**src/rtl/sseg_frame_if.sv**
```systemverilog
// sseg_frame_if -- frame hand-off between a display source and sseg_scan.
//
//   frame_digits [23:0]  six BCD digits, [23:20] is position 0 (leftmost)
//   frame_dots   [5:0]   decimal-point mask, bit 5 is position 0, 1 = lit
//   frame_valid          source offers a frame
//   frame_ready          scanner can take a frame this cycle
//
// master: the frame source.  slave: the scanner.
interface sseg_frame_if;
  logic [23:0] frame_digits;
  logic [5:0]  frame_dots;
  logic        frame_valid;
  logic        frame_ready;

  modport master (
    output frame_digits,
    output frame_dots,
    output frame_valid,
    input  frame_ready
  );

  modport slave (
    input  frame_digits,
    input  frame_dots,
    input  frame_valid,
    output frame_ready
  );
endinterface

```
**src/rtl/sseg_scan.sv**
```systemverilog
// sseg_scan -- six-position multiplexed seven-segment scanner.
//
// Holds each position for DIV clocks and walks digit_pos 0..5.  Frames are
// accepted into a one-entry pending buffer and promoted to the active buffer
// only on the 5->0 step, so a scan never mixes two frames.
//
//   clk        system clock, rising edge
//   rst        synchronous active-high reset
//   frm        frame hand-off (slave side of sseg_frame_if)
//   digit      {dot lit, BCD nibble} for the current position
//   digit_pos  current position 0..5
//   scan_wrap  one-cycle pulse in the first cycle of position 0
//   bcd_err    sticky: some accepted frame carried a nibble above 9
module sseg_scan #(
  parameter int unsigned DIV = 50000
) (
  input  logic         clk,
  input  logic         rst,
  sseg_frame_if.slave  frm,
  output logic [4:0]   digit,
  output logic [2:0]   digit_pos,
  output logic         scan_wrap,
  output logic         bcd_err
);

  localparam logic [15:0] PRESC_LAST = 16'(DIV - 1);

  logic [15:0] presc_q, presc_d;
  logic [2:0]  pos_q, pos_d;
  logic [4:0]  digit_q, digit_d;
  logic [23:0] act_dig_q, act_dig_d;
  logic [5:0]  act_dot_q, act_dot_d;
  logic [23:0] pend_dig_q, pend_dig_d;
  logic [5:0]  pend_dot_q, pend_dot_d;
  logic        pend_full_q, pend_full_d;
  logic        wrap_q, wrap_d;
  logic        err_q, err_d;

  logic        tick;
  logic        wrap_edge;
  logic        copy;
  logic        xfer;

  // Nibbles above 9 cannot be shown; they are stored as blank zeros.
  function automatic logic [23:0] bcd_clean(input logic [23:0] d);
    logic [23:0] r;
    for (int i = 0; i < 6; i++) begin
      r[i*4 +: 4] = (d[i*4 +: 4] > 4'd9) ? 4'd0 : d[i*4 +: 4];
    end
    return r;
  endfunction

  function automatic logic bcd_bad(input logic [23:0] d);
    logic b;
    b = 1'b0;
    for (int i = 0; i < 6; i++) begin
      b = b | (d[i*4 +: 4] > 4'd9);
    end
    return b;
  endfunction

  function automatic logic [4:0] pos_sel(input logic [23:0] dig,
                                         input logic [5:0]  dot,
                                         input logic [2:0]  p);
    logic [4:0] r;
    case (p)
      3'd0:    r = {dot[5], dig[23:20]};
      3'd1:    r = {dot[4], dig[19:16]};
      3'd2:    r = {dot[3], dig[15:12]};
      3'd3:    r = {dot[2], dig[11:8]};
      3'd4:    r = {dot[1], dig[7:4]};
      3'd5:    r = {dot[0], dig[3:0]};
      default: r = 5'b00000;
    endcase
    return r;
  endfunction

  always_comb begin
    tick      = (presc_q == PRESC_LAST);
    wrap_edge = tick && (pos_q == 3'd5);
    // copy needs a full pending buffer and xfer needs an empty one, so the
    // two never coincide; a frame taken on the wrap edge waits a full scan.
    copy      = wrap_edge && pend_full_q;
    xfer      = frm.frame_valid && !pend_full_q;

    presc_d = tick ? 16'd0 : presc_q + 16'd1;

    pos_d = pos_q;
    if (tick) begin
      pos_d = (pos_q == 3'd5) ? 3'd0 : pos_q + 3'd1;
    end

    act_dig_d = copy ? pend_dig_q : act_dig_q;
    act_dot_d = copy ? pend_dot_q : act_dot_q;

    pend_full_d = pend_full_q;
    if (copy) pend_full_d = 1'b0;
    if (xfer) pend_full_d = 1'b1;

    pend_dig_d = xfer ? bcd_clean(frm.frame_digits) : pend_dig_q;
    pend_dot_d = xfer ? frm.frame_dots : pend_dot_q;

    err_d = err_q | (xfer && bcd_bad(frm.frame_digits));

    // Look ahead to next-state buffer and position so digit and digit_pos
    // update together, including position 0 of a freshly promoted frame.
    digit_d = pos_sel(act_dig_d, act_dot_d, pos_d);
    wrap_d  = wrap_edge;
  end

  // ---- control and display registers ----
  always_ff @(posedge clk) begin
    if (rst) begin
      presc_q     <= 16'd0;
      pos_q       <= 3'd0;
      digit_q     <= 5'b00000;
      act_dig_q   <= 24'd0;
      act_dot_q   <= 6'd0;
      pend_full_q <= 1'b0;
      wrap_q      <= 1'b0;
      err_q       <= 1'b0;
    end else begin
      presc_q     <= presc_d;
      pos_q       <= pos_d;
      digit_q     <= digit_d;
      act_dig_q   <= act_dig_d;
      act_dot_q   <= act_dot_d;
      pend_full_q <= pend_full_d;
      wrap_q      <= wrap_d;
      err_q       <= err_d;
    end
  end

  // ---- pending payload (qualified by pend_full_q, so no reset) ----
  always_ff @(posedge clk) begin
    pend_dig_q <= pend_dig_d;
    pend_dot_q <= pend_dot_d;
  end

  assign frm.frame_ready = !pend_full_q;
  assign digit           = digit_q;
  assign digit_pos       = pos_q;
  assign scan_wrap       = wrap_q;
  assign bcd_err         = err_q;

endmodule

```
**src/flat_wrapper.sv**
```systemverilog
// flat-port wrapper written by rule: the top's interface ports become plain ports
module sseg_scan_flat 
#(
  parameter int unsigned DIV = 50000
)
  (clk, rst, digit, digit_pos, scan_wrap, bcd_err, frm_frame_digits, frm_frame_dots, frm_frame_valid, frm_frame_ready);
  sseg_frame_if frm_i ();
  input  logic clk;
  input  logic rst;
  output logic [4:0] digit;
  output logic [2:0] digit_pos;
  output logic scan_wrap;
  output logic bcd_err;
  input wire logic [$bits(frm_i.frame_digits)-1:0] frm_frame_digits;
  input wire logic [$bits(frm_i.frame_dots)-1:0] frm_frame_dots;
  input wire logic [$bits(frm_i.frame_valid)-1:0] frm_frame_valid;
  output wire logic [$bits(frm_i.frame_ready)-1:0] frm_frame_ready;
  assign frm_i.frame_digits = frm_frame_digits;
  assign frm_i.frame_dots = frm_frame_dots;
  assign frm_i.frame_valid = frm_frame_valid;
  assign frm_frame_ready = frm_i.frame_ready;
  sseg_scan #(.DIV(DIV)) u_core (.clk(clk), .rst(rst), .frm(frm_i), .digit(digit), .digit_pos(digit_pos), .scan_wrap(scan_wrap), .bcd_err(bcd_err));
endmodule
```
**config.mk**
```make
export PLATFORM = sky130hd
export DESIGN_NAME = sseg_scan_flat
export DESIGN_NICKNAME = d
export VERILOG_FILES = /design/src/rtl/sseg_frame_if.sv /design/src/rtl/sseg_scan.sv /design/src/flat_wrapper.sv
export SDC_FILE = /design/constraint.sdc
export NUM_CORES = 1
export LEC_CHECK = 0
export ABC_AREA = 0
export CORE_ASPECT_RATIO = 0.8
export CORE_UTILIZATION = 55
export DETAILED_ROUTE_END_ITERATION = 10
export PLACE_DENSITY = 0.76
export SETUP_SLACK_MARGIN = 0.2
export SYNTH_ARGS = -nofsm -noshare
export SYNTH_HDL_FRONTEND = slang
export SYNTH_SLANG_ARGS = --single-unit
export TNS_END_PERCENT = 100
```
**constraint.sdc**
```tcl
create_clock -name clk -period 2.7 [get_ports clk]
set_input_delay 0.405 -clock clk [delete_from_list [all_inputs] [get_ports clk]]
set_output_delay 0.405 -clock clk [all_outputs]
set_load 0.02 [all_outputs]
```
==> results.cfg <==
[detailed_routing]
route.antenna.remaining_nets = 0
vias = 2581
dr.pass1.iters = 4
wl_per_cell_um = 15.4
wirelength_um = 7360
drt_iter0_drc = 103
vias_per_cell = 5.41
drc = 0

[global_route]
antenna_found_initial = 0
grt_pass1_wl_um = 12200
grt_max_degree = 32
met1_usage = 0.338
grt_busiest_layer = met2
first_global_vias = 2483
gr-usage-met2 = 0.363
use_met3 = 0.0675
track_usage = 0.243
grt_overflow = 0

[setup_path]
reg2reg_depth = 7
worstPathMaxFanout = 11
arrival_ns = 2.56
crit_type = reg -> reg
critical_path.cell_chain = ha_1 -> nand3_1 -> nor3_2 -> and3_2 -> mux2_1 -> a221oi_1 -> a31oi_1
cp-end-kind = flop
startpoint_type = flop
r2r_end = u_core.digit[0]
rrSetupSlack_ns = 0.37
critPathCapture = u_core.digit[0]
critPathMaxStageDelay_ns = 0.39
cpMaxStageDelayCell = mux2_1
r2r-start = u_core.presc_q[0]
crit_path_start = u_core.presc_q[0]
crit_required_ns = 2.94

[sta]
fin_worst_skew_ns = 0.0115
setup-tns-final_ns = 0
timing.final.max_slew_violations = 0
hold_viol = 0
min_period_over_period = 0.862
fin_hold_ws_ns = 0.459
finalSetupViolCount = 0
rsz0062_at_grt = false
fin_crit_ns = 2.33
tightest_slew_ns = 0.498
max_freq_mhz = 430
relSlewSlack = 0.668
worst_slack_ns = 0.372

[floorplan]
dieArea_sq_mm = 0.00687
die_h_um = 74.3
die_w_um = 92.4
io_pins = 44
core_sq_mm = 0.00610
start_util = 0.590
rows = 25

[placed_design]
place_hpwl_um = 5450
dp_slack_ns = 0.268
place.gp.congestion = 0.845
port-buffer-count = 43
placed_area_sq_mm = 0.00415

[synth]
yosysSeqAreaShare = 0.567
synthTopCellsByCount = dfxtp_1, edfxtp_1, nand2_1, nor2_1, nor2b_1
yosys_warnings = 0
synth_cells = 339
synth_area_leaders = dfxtp_1, edfxtp_1, nor2b_1
synth_largest_area_cell = dfxtp_1
yosysTopAreaCellShare = 0.317
synthArstFlopShare = 0
synth_edf_count = 30
synth_seq_cells = 87
syn_area_sq_mm = 0.00360
netlist-cell-type-count = 49
synth_fp_nets = 373
ys.flop_type = dfxtp_1
avgSynthCellArea_sq_um = 10.6
yosysMostFrequentCell = dfxtp_1

[flow_run]
maxCapViolations = 0

[power]
swShare = 0.234
power_frac_comb = 0.052
leakagePower_uw = 0.00148
power_frac_clock = 0.350
p_int_uw = 1800
ir_drop_uv = 303
power_frac_seq = 0.598
p_sw_uw = 551
power_density_mw_per_mm2 = 543

[finish]
drive_gt1_frac = 0.121
fillers = 466
final_util = 0.710
area_delta_synth_final_pct = 20.4
insertedDiodeCount = 0
design_area_sq_mm = 0.00433
register_area_sq_mm = 0.00204
finalNetCount = 425
multi_input_area_sq_mm = 0.00146

[clock_network]
worstSkewPairLatency_ns = 0.37
cts_root_buf = clkbuf_8
clk_path_buf_depth = 2
clock-sinks = 87
clkSlewWorstSetupHoldPaths_ns = 0.09
cts_tree = yes
htreeDepth = 3
postCtsHoldBufs = 0
numCtsBuffers = 9

[run_status]
status = finished clean

[min_path]
hp-class = reg -> reg
-- registers in the layout, summed over array words and instances, names as in the netlist --
name                flops
u_core.pend_dig_q      24
u_core.pend_full_q      1
u_core.digit            5
u_core.scan_wrap        1
u_core.digit_pos        3
u_core.presc_q         16
u_core.act_dig_q       24
u_core.act_dot_q        6
u_core.pend_dot_q       6
u_core.bcd_err          1
-- per-layer routing --
layer / share of wire / vias up
li1: - / 1306
met1: 0.48 / 1186
met2: 0.43 / 80
met3: 0.073 / 9
met4: 0.015 / 0
met5: 0 / -
-- placed cells by master, fill, tap and decap left out, types with 7 or more instances in the layout --
cell type	instances
a21oi_1	18
edfxtp_1	30
nand4_1	8
a221oi_1	7
nand2_1	30
buf_4	13
nor2_1	30
xor2_1	8
nand3_1	10
nor2b_1	24
dfxtp_1	57
clkdlybuf4s50_1	43
o21ai_0	9
clkbuf_8	9
-- final cells by class --
type,count,area share
repair buffers,56,0.122
flip-flops and latches,87,0.471
multi-input cells,231,0.337
clock buffers,9,0.0286
inverters,6,0.00520
well taps,81,0.0234
clock inverters,7,0.0130
-- cells by family (layout without fill, tap and decap cells) --
kind of cell               Yosys count  in the layout  share of synthesized area
AOI/OAI and AO/OA                   53             53                     0.0967
xor gates and xnor gates            14             14                     0.0341
adders and majority gates            1              1                    0.00348
buffers and inverters               21             78                     0.0282
DFF                                 87             87                      0.567
muxes                               17             17                     0.0515
and+or+nand+nor                    146            146                      0.219
-- stage by stage --
step                      std cells  power (uW)
after floorplan                 339        1480
after global placement          461        1560
after detailed placement        461        1560
after CTS                       477        2370
after global routing            477        2450
final                           477        2350
-- worst min path at each step --
stage | slack [ns] | start | end | cells after the start
2_1_floorplan | 0.43 | u_core.act_dig_q[10] | u_core.act_dig_q[10] | 2
3_3_place_gp | 0.44 | u_core.act_dig_q[11] | u_core.act_dig_q[11] | 2
3_5_place_dp | 0.44 | u_core.act_dig_q[8] | u_core.act_dig_q[8] | 2
4_1_cts | 0.46 | u_core.act_dig_q[1] | u_core.act_dig_q[1] | 2
5_1_grt | 0.48 | u_core.act_dig_q[11] | u_core.act_dig_q[11] | 2
6_report | 0.46 | u_core.act_dig_q[11] | u_core.act_dig_q[11] | 2
-- critical path, delay by kind of cell, from the launching register on --
family | cells | cell delay, ns
and+or+nand+nor | 3 | 0.76
AOI/OAI and AO/OA | 2 | 0.46
muxes | 1 | 0.39
DFF | 1 | 0.38
adders and majority gates | 1 | 0.21
-- power by group through the flow --
stage | combinational, uW | clock (uW) | sequential, uW
after floorplan | 47.7 | 0 | 1430
after global placement | 119 | 0 | 1440
after detailed placement | 124 | 0 | 1440
after CTS | 124 | 839 | 1410
after global routing | 136 | 903 | 1410
final | 123 | 823 | 1410
-- timing repair --
item                                    CTS  global route
resized for setup                         0             1
endpoints found under the setup margin    0             4
buffers inserted                          0             0
(Power assumes the default switching activity.)
